--- src/rtl/pipeline_elastic_if.sv ---
// Valid/ready/data handshake bundle used on both ends of the elastic pipeline.
interface pipeline_elastic_if #(
    parameter int unsigned WIDTH = 32
);
    logic             valid;
    logic             ready;
    logic [WIDTH-1:0] data;

    // Producer side of a link
    modport master (
        output valid,
        output data,
        input  ready
    );

    // Consumer side of a link
    modport slave (
        input  valid,
        input  data,
        output ready
    );
endinterface

--- src/rtl/pipeline_elastic.sv ---
// STAGES-deep elastic data pipeline: per-stage valid bits, valid/ready at both ends, bubble
// collapsing under backpressure, synchronous flush and a registered occupancy count.
module pipeline_elastic #(
    parameter int unsigned WIDTH  = 32,
    parameter int unsigned STAGES = 1
) (
    input  logic                         clk,
    input  logic                         rst,
    input  logic                         flush,
    pipeline_elastic_if.slave            in_if,
    pipeline_elastic_if.master           out_if,
    output logic [$clog2(STAGES+1)-1:0]  occupancy
);
    localparam int unsigned OW = $clog2(STAGES + 1);

    logic [STAGES-1:0] v_q;
    logic [WIDTH-1:0]  d_q [STAGES];
    logic [OW-1:0]     occ_q;

    // r[i]: stage i can take a beat this cycle. Kept as an unpacked array so each link of the
    // chain is its own net.
    logic              r [STAGES+1];
    logic              in_fire;
    logic              out_fire;

    assign r[STAGES] = out_if.ready;

    for (genvar i = 0; i < int'(STAGES); i++) begin : g_ready
        // Empty stage always accepts; full stage accepts only if its beat moves on
        assign r[i] = ~v_q[i] | r[i+1];
    end

    assign in_if.ready  = r[0] & ~flush;
    assign out_if.valid = v_q[STAGES-1] & ~flush;
    assign out_if.data  = d_q[STAGES-1];
    assign occupancy    = occ_q;

    assign in_fire  = in_if.valid & in_if.ready;
    assign out_fire = out_if.valid & out_if.ready;

    // Stage advance, flush and occupancy tracking; flush wins over any transfer
    always_ff @(posedge clk or posedge rst) begin
        if (rst) begin
            v_q   <= '0;
            occ_q <= '0;
            for (int i = 0; i < int'(STAGES); i++) begin
                d_q[i] <= '0;
            end
        end else if (flush) begin
            // Data left stale on purpose; valid bits alone define content
            v_q   <= '0;
            occ_q <= '0;
        end else begin
            if (r[0]) begin
                v_q[0] <= in_if.valid;
                d_q[0] <= in_if.data;
            end
            for (int i = 1; i < int'(STAGES); i++) begin
                if (r[i]) begin
                    v_q[i] <= v_q[i-1];
                    d_q[i] <= d_q[i-1];
                end
            end
            occ_q <= occ_q + OW'(in_fire) - OW'(out_fire);
        end
    end
endmodule

--- src/flat_wrapper.sv ---
// flat-port wrapper written by rule: the top's interface ports become plain ports
module pipeline_elastic_flat 
#(
    parameter int unsigned WIDTH  = 32,
    parameter int unsigned STAGES = 1
)
  (clk, rst, flush, occupancy, in_if_valid, in_if_data, in_if_ready, out_if_valid, out_if_data, out_if_ready);
  pipeline_elastic_if #(.WIDTH(WIDTH)) in_if_i ();
  pipeline_elastic_if #(.WIDTH(WIDTH)) out_if_i ();
  input  logic clk;
  input  logic rst;
  input  logic flush;
  output logic [$clog2(STAGES+1)-1:0] occupancy;
  input wire logic [$bits(in_if_i.valid)-1:0] in_if_valid;
  input wire logic [$bits(in_if_i.data)-1:0] in_if_data;
  output wire logic [$bits(in_if_i.ready)-1:0] in_if_ready;
  output wire logic [$bits(out_if_i.valid)-1:0] out_if_valid;
  output wire logic [$bits(out_if_i.data)-1:0] out_if_data;
  input wire logic [$bits(out_if_i.ready)-1:0] out_if_ready;
  assign in_if_i.valid = in_if_valid;
  assign in_if_i.data = in_if_data;
  assign in_if_ready = in_if_i.ready;
  assign out_if_valid = out_if_i.valid;
  assign out_if_data = out_if_i.data;
  assign out_if_i.ready = out_if_ready;
  pipeline_elastic #(.WIDTH(WIDTH), .STAGES(STAGES)) u_core (.clk(clk), .rst(rst), .flush(flush), .in_if(in_if_i), .out_if(out_if_i), .occupancy(occupancy));
endmodule
--- config.mk ---
export PLATFORM = sky130hd
export DESIGN_NAME = pipeline_elastic_flat
export DESIGN_NICKNAME = d
export VERILOG_FILES = /design/src/rtl/pipeline_elastic_if.sv /design/src/rtl/pipeline_elastic.sv /design/src/flat_wrapper.sv
export SDC_FILE = /design/constraint.sdc
export NUM_CORES = 1
export LEC_CHECK = 0
export ABC_AREA = 0
export CORE_MARGIN = 3
export CORE_UTILIZATION = 39
export DETAILED_ROUTE_END_ITERATION = 16
export HOLD_SLACK_MARGIN = 0.05
export PLACE_DENSITY = 0.78
export SYNTH_ARGS = -nofsm -noshare
export SYNTH_HDL_FRONTEND = slang
export SYNTH_SLANG_ARGS = --single-unit
--- constraint.sdc ---
create_clock -name clk -period 1.8 [get_ports clk]
set_clock_uncertainty 0.15 [all_clocks]
set_input_delay 0.18 -clock clk [delete_from_list [all_inputs] [get_ports clk]]
set_output_delay 0.18 -clock clk [all_outputs]
set_load 0.02 [all_outputs]
==> flow_metrics.py <==
metrics = {
    "cells_and_area": {
        "final_cell_mix": "clkdlybuf4s50_1, dfrtp_1, mux2_4",
        "num-nets-final": 198,
        "ff_latch_area_um2": 850.8,
        "final_util": 0.6681,
        "drive_gt1_frac": 0.2919,
        "nFillCells": 253,
        "multi_input_area_um2": 539.3,
        "fin_area_um2": 2300,
        "final_common_cell": "clkdlybuf4s50_1",
        "diodes": 0,
        "areaGrowthSynthToFinish_pct": 61.09,
    },
    "logic_synthesis": {
        "ys_seq_elements": 34,
        "synth.avg_cell_area_um2": 17.85,
        "yosys_warnings": 0,
        "ys_seq_area_frac": 0.5960,
        "synth_area_um2": 1428,
        "synth_nets": 117,
        "synth_cell_types": 14,
        "synth_cells": 80,
    },
    "clocking": {
        "insertion_delay_ps": 280,
        "post_cts.repair.setup_buffers": 0,
        "cts_resized": 1,
        "cts_root_buf": "clkbuf_8",
        "clockBufferDepth": 2,
        "cts_tree": "done",
        "cts_htree_levels": 2,
        "cts.sinks": 34,
        "hold_buffers": 0,
        "clkTransAtPathRegs_ps": 70,
        "numCtsBuffers": 5,
    },
    "detailed_routing": {
        "dr.pass1.iters": 5,
        "antenna_left": 0,
        "avgViaCountPerCell": 4.623,
        "dr_total_vias": 957,
        "drcViolationCount": 0,
        "wl_per_cell_um": 16.00,
        "wirelength_um": 3312,
        "first_iter_violations": 31,
    },
    "global_route": {
        "grt_max_degree": 35,
        "grt_pass1_wl_um": 5237,
        "antenna_found_initial": 0,
        "grt_pass1_vias": 1102,
        "overflow": 0,
        "grtUsageTotal": 0.1650,
    },
    "pwr": {
        "p_int_mw": 1.490,
        "p_sw_frac": 0.2746,
        "pwr-share-clk": 0.252,
        "p_switching_mw": 0.5639,
        "p_seq_frac": 0.446,
        "ir_drop_mv": 0.5314,
        "p_leak_nw": 1.047,
        "powerDensity_nw_per_um2": 892.9,
        "power_frac_comb": 0.302,
    },
    "worst_setup_path": {
        "r2r_end": "u_core.out_if.data[15]",
        "slowest_stage": "clkdlybuf4s50_1",
        "r2r-start": "u_core.v_q",
        "critPathTopFamily": "buffers and inverters",
        "path_buf_inv": 1,
        "cp.required_ps": 1470,
        "worstSetupPathType": "reg -> out",
        "worstRegToRegCells": 5,
        "r2r_slack_ps": 250,
        "end_kind": "primary output",
        "start_kind": "flip-flop",
        "critPathMaxStageDelay_ps": 630,
        "cp_max_fo": 2,
        "arrival_ps": 1280,
        "cp_cell_sequence": "clkdlybuf4s50_1",
    },
    "timing": {
        "clock.fmax_mhz": 620.2,
        "grt_setup_unrepaired": "false",
        "slew_headroom": 0.7152,
        "setup_ws_ps": 187.7,
        "fin_crit_sh": 0.8957,
        "period_minus_slack_ps": 1612,
        "hold_slack_ps": 152.0,
        "fin_tns_setup_ps": 0,
        "worst_slew_pin_slew_ps": 427.2,
        "hold_viol_final": 0,
        "final_max_slew_viol_count": 0,
        "finalSetupViolations": 0,
    },
    "placed_design": {
        "place_hpwl_um": 2492,
        "gp_congestion": 0.6692,
        "pre_cts_ws_ps": -20.85,
        "place_area_um2": 2220,
        "io_buffer_count": 71,
    },
    "hold_path": {
        "hold_path.class": "in -> async",
    },
    "floorplanning": {
        "core_um2": 3442,
        "io_pins": 72,
        "die_area_um2": 4422,
        "start_util": 0.4148,
        "row_count": 21,
        "die_h_um": 66.50,
        "die_w_um": 66.50,
    },
    "run": {
        "max_cap_violations": 0,
    },
    "run_status": {
        "status": "finished clean",
    },
}
metal layers:
| metal | vias up | wire length, um | track usage | share of wire |
|---|---|---|---|---|
| li1 | 436 | - | - | - |
| met1 | 475 | 1251 | 0.1909 | 0.38 |
| met2 | 41 | 1698 | 0.2577 | 0.51 |
| met3 | 5 | 312 | 0.07757 | 0.094 |
| met4 | 0 | 49 | 0.07614 | 0.015 |
| met5 | - | 0 | 0 | 0 |
area by class of cell:
class / instances / share of cell area
Tap cell: 46 / 0.02503
Multi-Input combinational cell: 42 / 0.2345
Inverter: 1 / 0.001632
Sequential cell: 34 / 0.3700
Timing Repair Buffer: 77 / 0.3346
Clock buffer: 5 / 0.02992
Clock inverter: 2 / 0.004353
sequential cells by signal, summed over array words and instances (netlist names):
name / count
u_core.v_q: 1
u_core.out_if.data: 32
u_core.occupancy: 1
power groups by stage:
| stage | combinational, mW | sequential (mW) | clock, mW |
|---|---|---|---|
| 5_1_grt | 0.655 | 0.926 | 0.578 |
| 4_1_cts | 0.630 | 0.916 | 0.546 |
| 3_3_place_gp | 0.615 | 0.920 | 0 |
| 6_report | 0.621 | 0.915 | 0.517 |
| 3_5_place_dp | 0.628 | 0.926 | 0 |
| 2_1_floorplan | 0.197 | 1.03 | 0 |
through the flow:
stage,cells,total power [mW]
after floorplan,80,1.232
after global placement,200,1.535
after detailed placement,200,1.554
after CTS,207,2.092
after global routing,207,2.159
final,207,2.054
cells in the mapped netlist:
cell type,n,area [um^2]
mux2_2,3,33.78
nor2b_1,1,6.260
nor2_4,1,11.26
dfrtp_1,34,850.8
inv_1,1,3.750
buf_6,3,33.78
nand2b_1,1,6.260
a21o_1,1,7.510
nor2b_4,1,13.76
nand3b_1,1,7.510
a21oi_1,1,5.000
nor2_1,2,7.510
nand3_1,1,5.000
mux2_4,29,435.4
cell families (layout without fill, tap and decap cells):
| kind of cell | Yosys count | after routing | synth area share |
|---|---|---|---|
| flops | 34 | 34 | 0.5960 |
| compound gates | 2 | 2 | 0.008763 |
| buf+inv | 4 | 85 | 0.02629 |
| mux | 32 | 32 | 0.3287 |
| simple gates | 8 | 8 | 0.04032 |
worst max-delay path by stage:
stage	endpoint	startpoint	slack, ps	cells past startpoint
6_report	out_if_data[25]	u_core.out_if.data[25]	190	1
5_1_grt	occupancy	u_core.occupancy	140	1
4_1_cts	out_if_valid	flush	20	3
3_5_place_dp	in_if_ready	out_if_ready	-20	4
3_3_place_gp	in_if_ready	out_if_ready	-3	4
2_1_floorplan	u_core.out_if.data[0]	u_core.v_q	350	4
Power figures use the tool's default switching activity.
